--- src/rtl/delta_h_ctrl_pkg.sv ---
// delta_pkg: shared state encoding and defaults for the delta_h accumulation
// controller and its chunk index counter.
package delta_pkg;

   localparam int D_NUM   = 2;
   localparam int D_WIDTH = 16;
   localparam int D_MAXCH = 8;

   typedef enum logic [1:0] {
      IDLE  = 2'd0,
      ACCUM = 2'd1,
      DONE  = 2'd2
   } state_e;

   function automatic int clog2(input int v);
      int r;
      r = 0;
      for (int i = 0; i < 31; i++) begin
         if ((1 << i) < v) r = i + 1;
      end
      return r;
   endfunction

endpackage

--- src/rtl/delta_h_ctrl_chunk_cnt.sv ---
// chunk_cnt: loadable chunk index counter with a terminal flag raised
// when the index reaches the latched chunk count minus one.
module chunk_cnt
   import delta_pkg::*;
#(
   parameter int CW = 4
) (
   input  logic          clk,
   input  logic          rst,
   input  logic          i_load,
   input  logic          i_inc,
   input  logic [CW-1:0] i_n,
   output logic [CW-1:0] o_idx,
   output logic          o_last
);

   logic [CW-1:0] r_idx;

   always_ff @(posedge clk or posedge rst) begin
      if (rst) begin
         r_idx <= '0;
      end else if (i_load) begin
         r_idx <= '0;
      end else if (i_inc) begin
         r_idx <= r_idx + CW'(1);
      end
   end

   assign o_idx  = r_idx;
   assign o_last = (r_idx == (i_n - CW'(1)));

endmodule

--- src/rtl/delta_h_ctrl.sv ---
// delta_h_ctrl: sequences NUM-wide chunks into the delta accumulator.
// Define DELTA_H_CTRL_TIMEOUT_EN to abort stalled operations after TMO cycles.
module delta_h_ctrl
   import delta_pkg::*;
#(
   parameter int NUM   = D_NUM,
   parameter int MAXCH = D_MAXCH,
   parameter int CW    = 4,
   parameter int TMO   = 16
) (
   input  logic          clk,
   input  logic          rst,
   input  logic          i_start,
   input  logic [CW-1:0] i_nchunk,
   input  logic          i_valid,
   output logic          o_ready,
   output logic          o_acc_en,
   output logic          o_clr,
   output logic [CW-1:0] o_idx,
   output logic          o_busy,
   output logic          o_done,
   output logic          o_err
);

   state_e        r_state;
   logic [CW-1:0] r_n;
   logic [CW-1:0] w_n_sat;
   logic          w_xfer;
   logic          w_last;
   logic          w_start_ok;
   logic          w_tmo_hit;
   logic          w_unused;

   assign o_ready    = (r_state == ACCUM);
   assign w_xfer     = i_valid & o_ready;
   assign o_acc_en   = w_xfer;
   assign o_clr      = w_xfer & (o_idx == '0);
   assign o_busy     = (r_state == ACCUM) | (r_state == DONE);
   assign o_done     = (r_state == DONE);
   assign w_start_ok = i_start & (r_state == IDLE);

   // zero means one chunk; oversize requests clamp to the buffer depth
   always_comb begin
      w_n_sat = i_nchunk;
      if (i_nchunk == '0) begin
         w_n_sat = CW'(1);
      end else if (i_nchunk > CW'(MAXCH)) begin
         w_n_sat = CW'(MAXCH);
      end
   end

`ifdef DELTA_H_CTRL_TIMEOUT_EN
   localparam int TW = clog2(TMO) + 1;

   logic [TW-1:0] r_tmo;
   logic          r_err;

   assign w_tmo_hit = o_ready & ~w_xfer & (r_tmo == TW'(TMO - 1));

   always_ff @(posedge clk or posedge rst) begin
      if (rst) begin
         r_tmo <= '0;
         r_err <= 1'b0;
      end else begin
         r_err <= w_tmo_hit;
         if (!o_ready || w_xfer || w_tmo_hit) begin
            r_tmo <= '0;
         end else begin
            r_tmo <= r_tmo + TW'(1);
         end
      end
   end

   assign o_err = r_err;
`else
   assign w_tmo_hit = 1'b0;
   assign o_err     = 1'b0;
`endif

   assign w_unused = ^{NUM[0], TMO[0], D_WIDTH[0],
                       (CW >= clog2(MAXCH + 1))};

   always_ff @(posedge clk or posedge rst) begin
      if (rst) begin
         r_state <= IDLE;
         r_n     <= CW'(1);
      end else begin
         unique case (r_state)
            IDLE: begin
               if (i_start) begin
                  r_n     <= w_n_sat;
                  r_state <= ACCUM;
               end
            end
            ACCUM: begin
               if (w_tmo_hit) begin
                  r_state <= IDLE;
               end else if (w_xfer && w_last) begin
                  r_state <= DONE;
               end
            end
            DONE: begin
               r_state <= IDLE;
            end
            default: begin
               r_state <= IDLE;
            end
         endcase
      end
   end

   chunk_cnt #(
      .CW(CW)
   ) u_cnt (
      .clk   (clk),
      .rst   (rst),
      .i_load(w_start_ok),
      .i_inc (w_xfer & ~w_last),
      .i_n   (r_n),
      .o_idx (o_idx),
      .o_last(w_last)
   );

endmodule

--- config.mk ---
export PLATFORM = sky130hd
export DESIGN_NAME = delta_h_ctrl
export DESIGN_NICKNAME = d
export VERILOG_FILES = /design/src/rtl/delta_h_ctrl_pkg.sv /design/src/rtl/delta_h_ctrl_chunk_cnt.sv /design/src/rtl/delta_h_ctrl.sv
export SDC_FILE = /design/constraint.sdc
export NUM_CORES = 1
export LEC_CHECK = 0
export BUFFER_PORTS_ARGS = -buffer_cell sky130_fd_sc_hd__buf_2
export CORE_UTILIZATION = 30
export DETAILED_ROUTE_END_ITERATION = 7
export HOLD_SLACK_MARGIN = 0.05
export PLACE_DENSITY = 0.59
export RECOVER_POWER = 50
export SLEW_MARGIN = 25
export SYNTH_ARGS = -nofsm -noshare
export SYNTH_HDL_FRONTEND = slang
export SYNTH_SLANG_ARGS = --single-unit
--- constraint.sdc ---
create_clock -name clk -period 5.2 [get_ports clk]
set_input_delay 0 -clock clk [delete_from_list [all_inputs] [get_ports clk]]
set_output_delay 0 -clock clk [all_outputs]
set_load 0.01 [all_outputs]
==> results by group <==
Critical path
  – Reg2Reg Launch Point: r_n[0]
  – Crit-path max FO: 10
  – R2r endpoint: r_state[0]
  – Worst EP required: ~5.4 ns
  – Data arrival time of the worst path: around 2.2 ns
  – Cells along the critical path: inv_1 > ha_1 > xor2_1 > nand3_2 > o32ai_2 > mux2_4
  – Worst path slowest cell: dfstp_2
  – Cell count of the worst reg-to-reg path: 6
  – CP Buf/Inv Count: 1
  – CP top delay family: flip-flops
  – Setup CP Type: flip-flop to flip-flop
  – CP Launch Type: flip-flop
  – Crit. End Element: flip-flop
  – CP peak stage delay: 0.57 ns
  – Worst R2R Setup Slack: between 3 and 4 ns

Floorplan
  – Core area: between 2000 and 2500 µm²
  – Number of I/O pins: 18
  – FP Rows: 17
  – Die area: between 2000 and 3000 µm²
  – Die height: approximately 52 µm
  – Starting density of the core: 32.84%
  – Chip Width: 52.15 µm

GRT
  – Largest net degree at the start of global routing: 17
  – Initial antenna violation count: 0
  – Vias in the first global route: 616
  – First-pass GRT wire length: between 2000 and 3000 µm
  – GR Overflow Total: 0
  – Total track usage: 13.45%

Layout
  – Seq. cell area: ~250 µm²
  – Final core occ: between 40 and 50%
  – N_diodes: 0
  – Share of post-route cells with drive strength above 1: approximately a quarter
  – Nets: around 120
  – Fill cells: around 240
  – Finished Layout Cells: 131
  – Multi-input logic area: around 460 µm²
  – Final instance area: 939.7 µm²
  – Layout area overhead: 24.54%

Min path
  – Hold Path Origin: i_start
  – Worst hold stages: 3
  – Worst Hold End: r_state[1]
  – Worst min path class: primary input to flip-flop

Drt
  – DRC errors left: 0
  – Post-Route WL: approximately 1600 µm
  – Vias post-DR: around 660
  – Final antenna-violating net count: 0
  – Vias per inst: approximately 5.0
  – Router iterations before antenna repair: 4
  – Post-DR wirelength/cell: approximately 12 µm
  – First DRT Iteration DRCs: 3

STA
  – Unrepaired setup endpoints after global routing: no
  – Max Freq: approximately 500 MHz
  – Worst Clk Skew: 0.001802 ns
  – Final setup violation count: 0
  – Fin. Hold Viols: 0
  – Fin Setup TNS: 0 ns
  – Slew Viols, Final: 0
  – Hold_ws: ~0.13 ns
  – Post-layout minimum cycle time: 2.026 ns
  – Setup ws final: 3.174 ns
  – Crit share post-route: 38.96%

Logic synthesis
  – Post-synthesis instance total: 80
  – #FFs+latches synth: 10
  – Area of the mapped netlist: 754.5 µm²
  – Top post-synthesis cells by count: nand2_1 (11), dfrtp_1 (9), inv_1 (9), ha_1 (7)
  – Syn nets: 95
  – Asr flop ratio synth: 100.0%
  – Yosys warnings: 0
  – Post-synth EDFFs: 0
  – Unique masters post-synth: 36
  – Prevailing post-synth register cell: dfrtp_1
  – Yosys top cell area share: 29.85%
  – Mean Syn Cell Area: 9.431 µm²
  – Most numerous cell in the Yosys netlist: nand2_1
  – Yosys top cell by area: dfrtp_1
  – Sequential fraction of the synthesis area: between 30% and 40%
  – Top cells by area, synth: dfrtp_1 (30%), ha_1 (12%), nand2_1 (5.5%)

Clock network
  – CTS Sinks: 10
  – CTS root buf: clkbuf_4
  – Max clock buf depth: 2
  – TritonCTS buffer count: 3
  – CTS tree: yes
  – Setup repair bufs after CTS: 0
  – Post-CTS Hold Buffers: 5
  – Clock slew at reported path FFs: around 0.070 ns
  – Post-CTS resize count: 0
  – Clock latency on the worst-skew pair: between 0.2 and 0.3 ns
  – Number of H-tree levels: 1

Pwr
  – Power per cell area: a little under 600 nW/µm²
  – P_leak: 0.4496 nW
  – Worst vdd ir: between 0.2 and 0.25 mV
  – Power consumption: approximately 0.55 mW

Placement
  – Setup WS pre-CTS: between 3 and 4 ns
  – Post-placement cell count: 122
  – DP Area: 858.3 µm²
  – GP Congestion: between 0.7 and 0.8
  – Buffers added on ports: 16
  – HPWL after DPL: around 1100 µm

Flow run
  – Max Cap Viol: 0

Outcome
  – Status: completed
final cells by class:
type                            instances  share of cell area [%]
Multi-Input combinational cell         59                   48.74
Timing Repair Buffer                   21                   13.32
Sequential cell                        10                   26.76
Inverter                                9                   3.595
Tap cell                               28                   3.728
Clock buffer                            4                   3.862
report_power, final:
group	internal [mW]	switching (mW)	leakage [nW]
sequential	0.114	0.0411	0.127
clock	0.0426	0.0304	0.0210
combinational	0.148	0.174	0.301
total	0.304	0.245	0.450
flip-flops by register name (all words and copies together), names as in the netlist:
name	cells
u_cnt.o_idx	4
r_state	2
r_n	4
layout by cell type, fill, tap and decap left out, types with 3 or more instances in the layout:
| cell type | count |
|---|---|
| buf_2 | 12 |
| clkbuf_1 | 4 |
| clkbuf_4 | 3 |
| dfrtp_1 | 9 |
| dlygate4sd3_1 | 5 |
| ha_1 | 7 |
| inv_1 | 9 |
| nand2_1 | 11 |
| nand2b_1 | 3 |
| nor2_1 | 3 |
| o21ai_0 | 3 |
how the worst max path moves through the flow:
| stage | to | cells after the start | slack, ns | start |
|---|---|---|---|---|
| after global placement | r_state[0] | 6 | 3.21 | r_n[0] |
| after detailed placement | r_state[0] | 6 | 3.16 | r_n[0] |
| after CTS | r_state[0] | 6 | 3.15 | r_n[0] |
| final | r_state[0] | 6 | 3.17 | r_n[0] |
| after global routing | r_n[0] | 5 | 3.07 | r_state[0] |
| after floorplan | r_state[0] | 6 | 3.27 | r_n[0] |
layer usage:
layer / GRT usage [%] / vias to the layer above / share of wire (%)
met1: 15.28 / 318 / 45
met2: 22.44 / 9 / 50
li1: - / 326 / -
met5: 0 / - / 0
met3: 3.509 / 5 / 3.4
met4: 7.895 / 0 / 2.2
worst min-delay path, cell delays in order:
cell	delay, ns
buf_2	0.10
nor2b_1	0.07
o22a_1	0.19
cells by family (layout without fill, tap and decap cells):
logic type / count (synthesis) / in the layout / share of synthesized area, %
mux: 2 / 2 / 3.482
flops: 10 / 10 / 33.33
simple gates: 29 / 29 / 20.73
xor+xnor: 5 / 5 / 8.625
fa+ha+maj: 7 / 7 / 11.61
buf+inv: 11 / 34 / 5.970
compound gates: 15 / 15 / 15.76
other cells: 1 / 1 / 0.4970
Note: power is estimated with default switching activity, not from simulation.
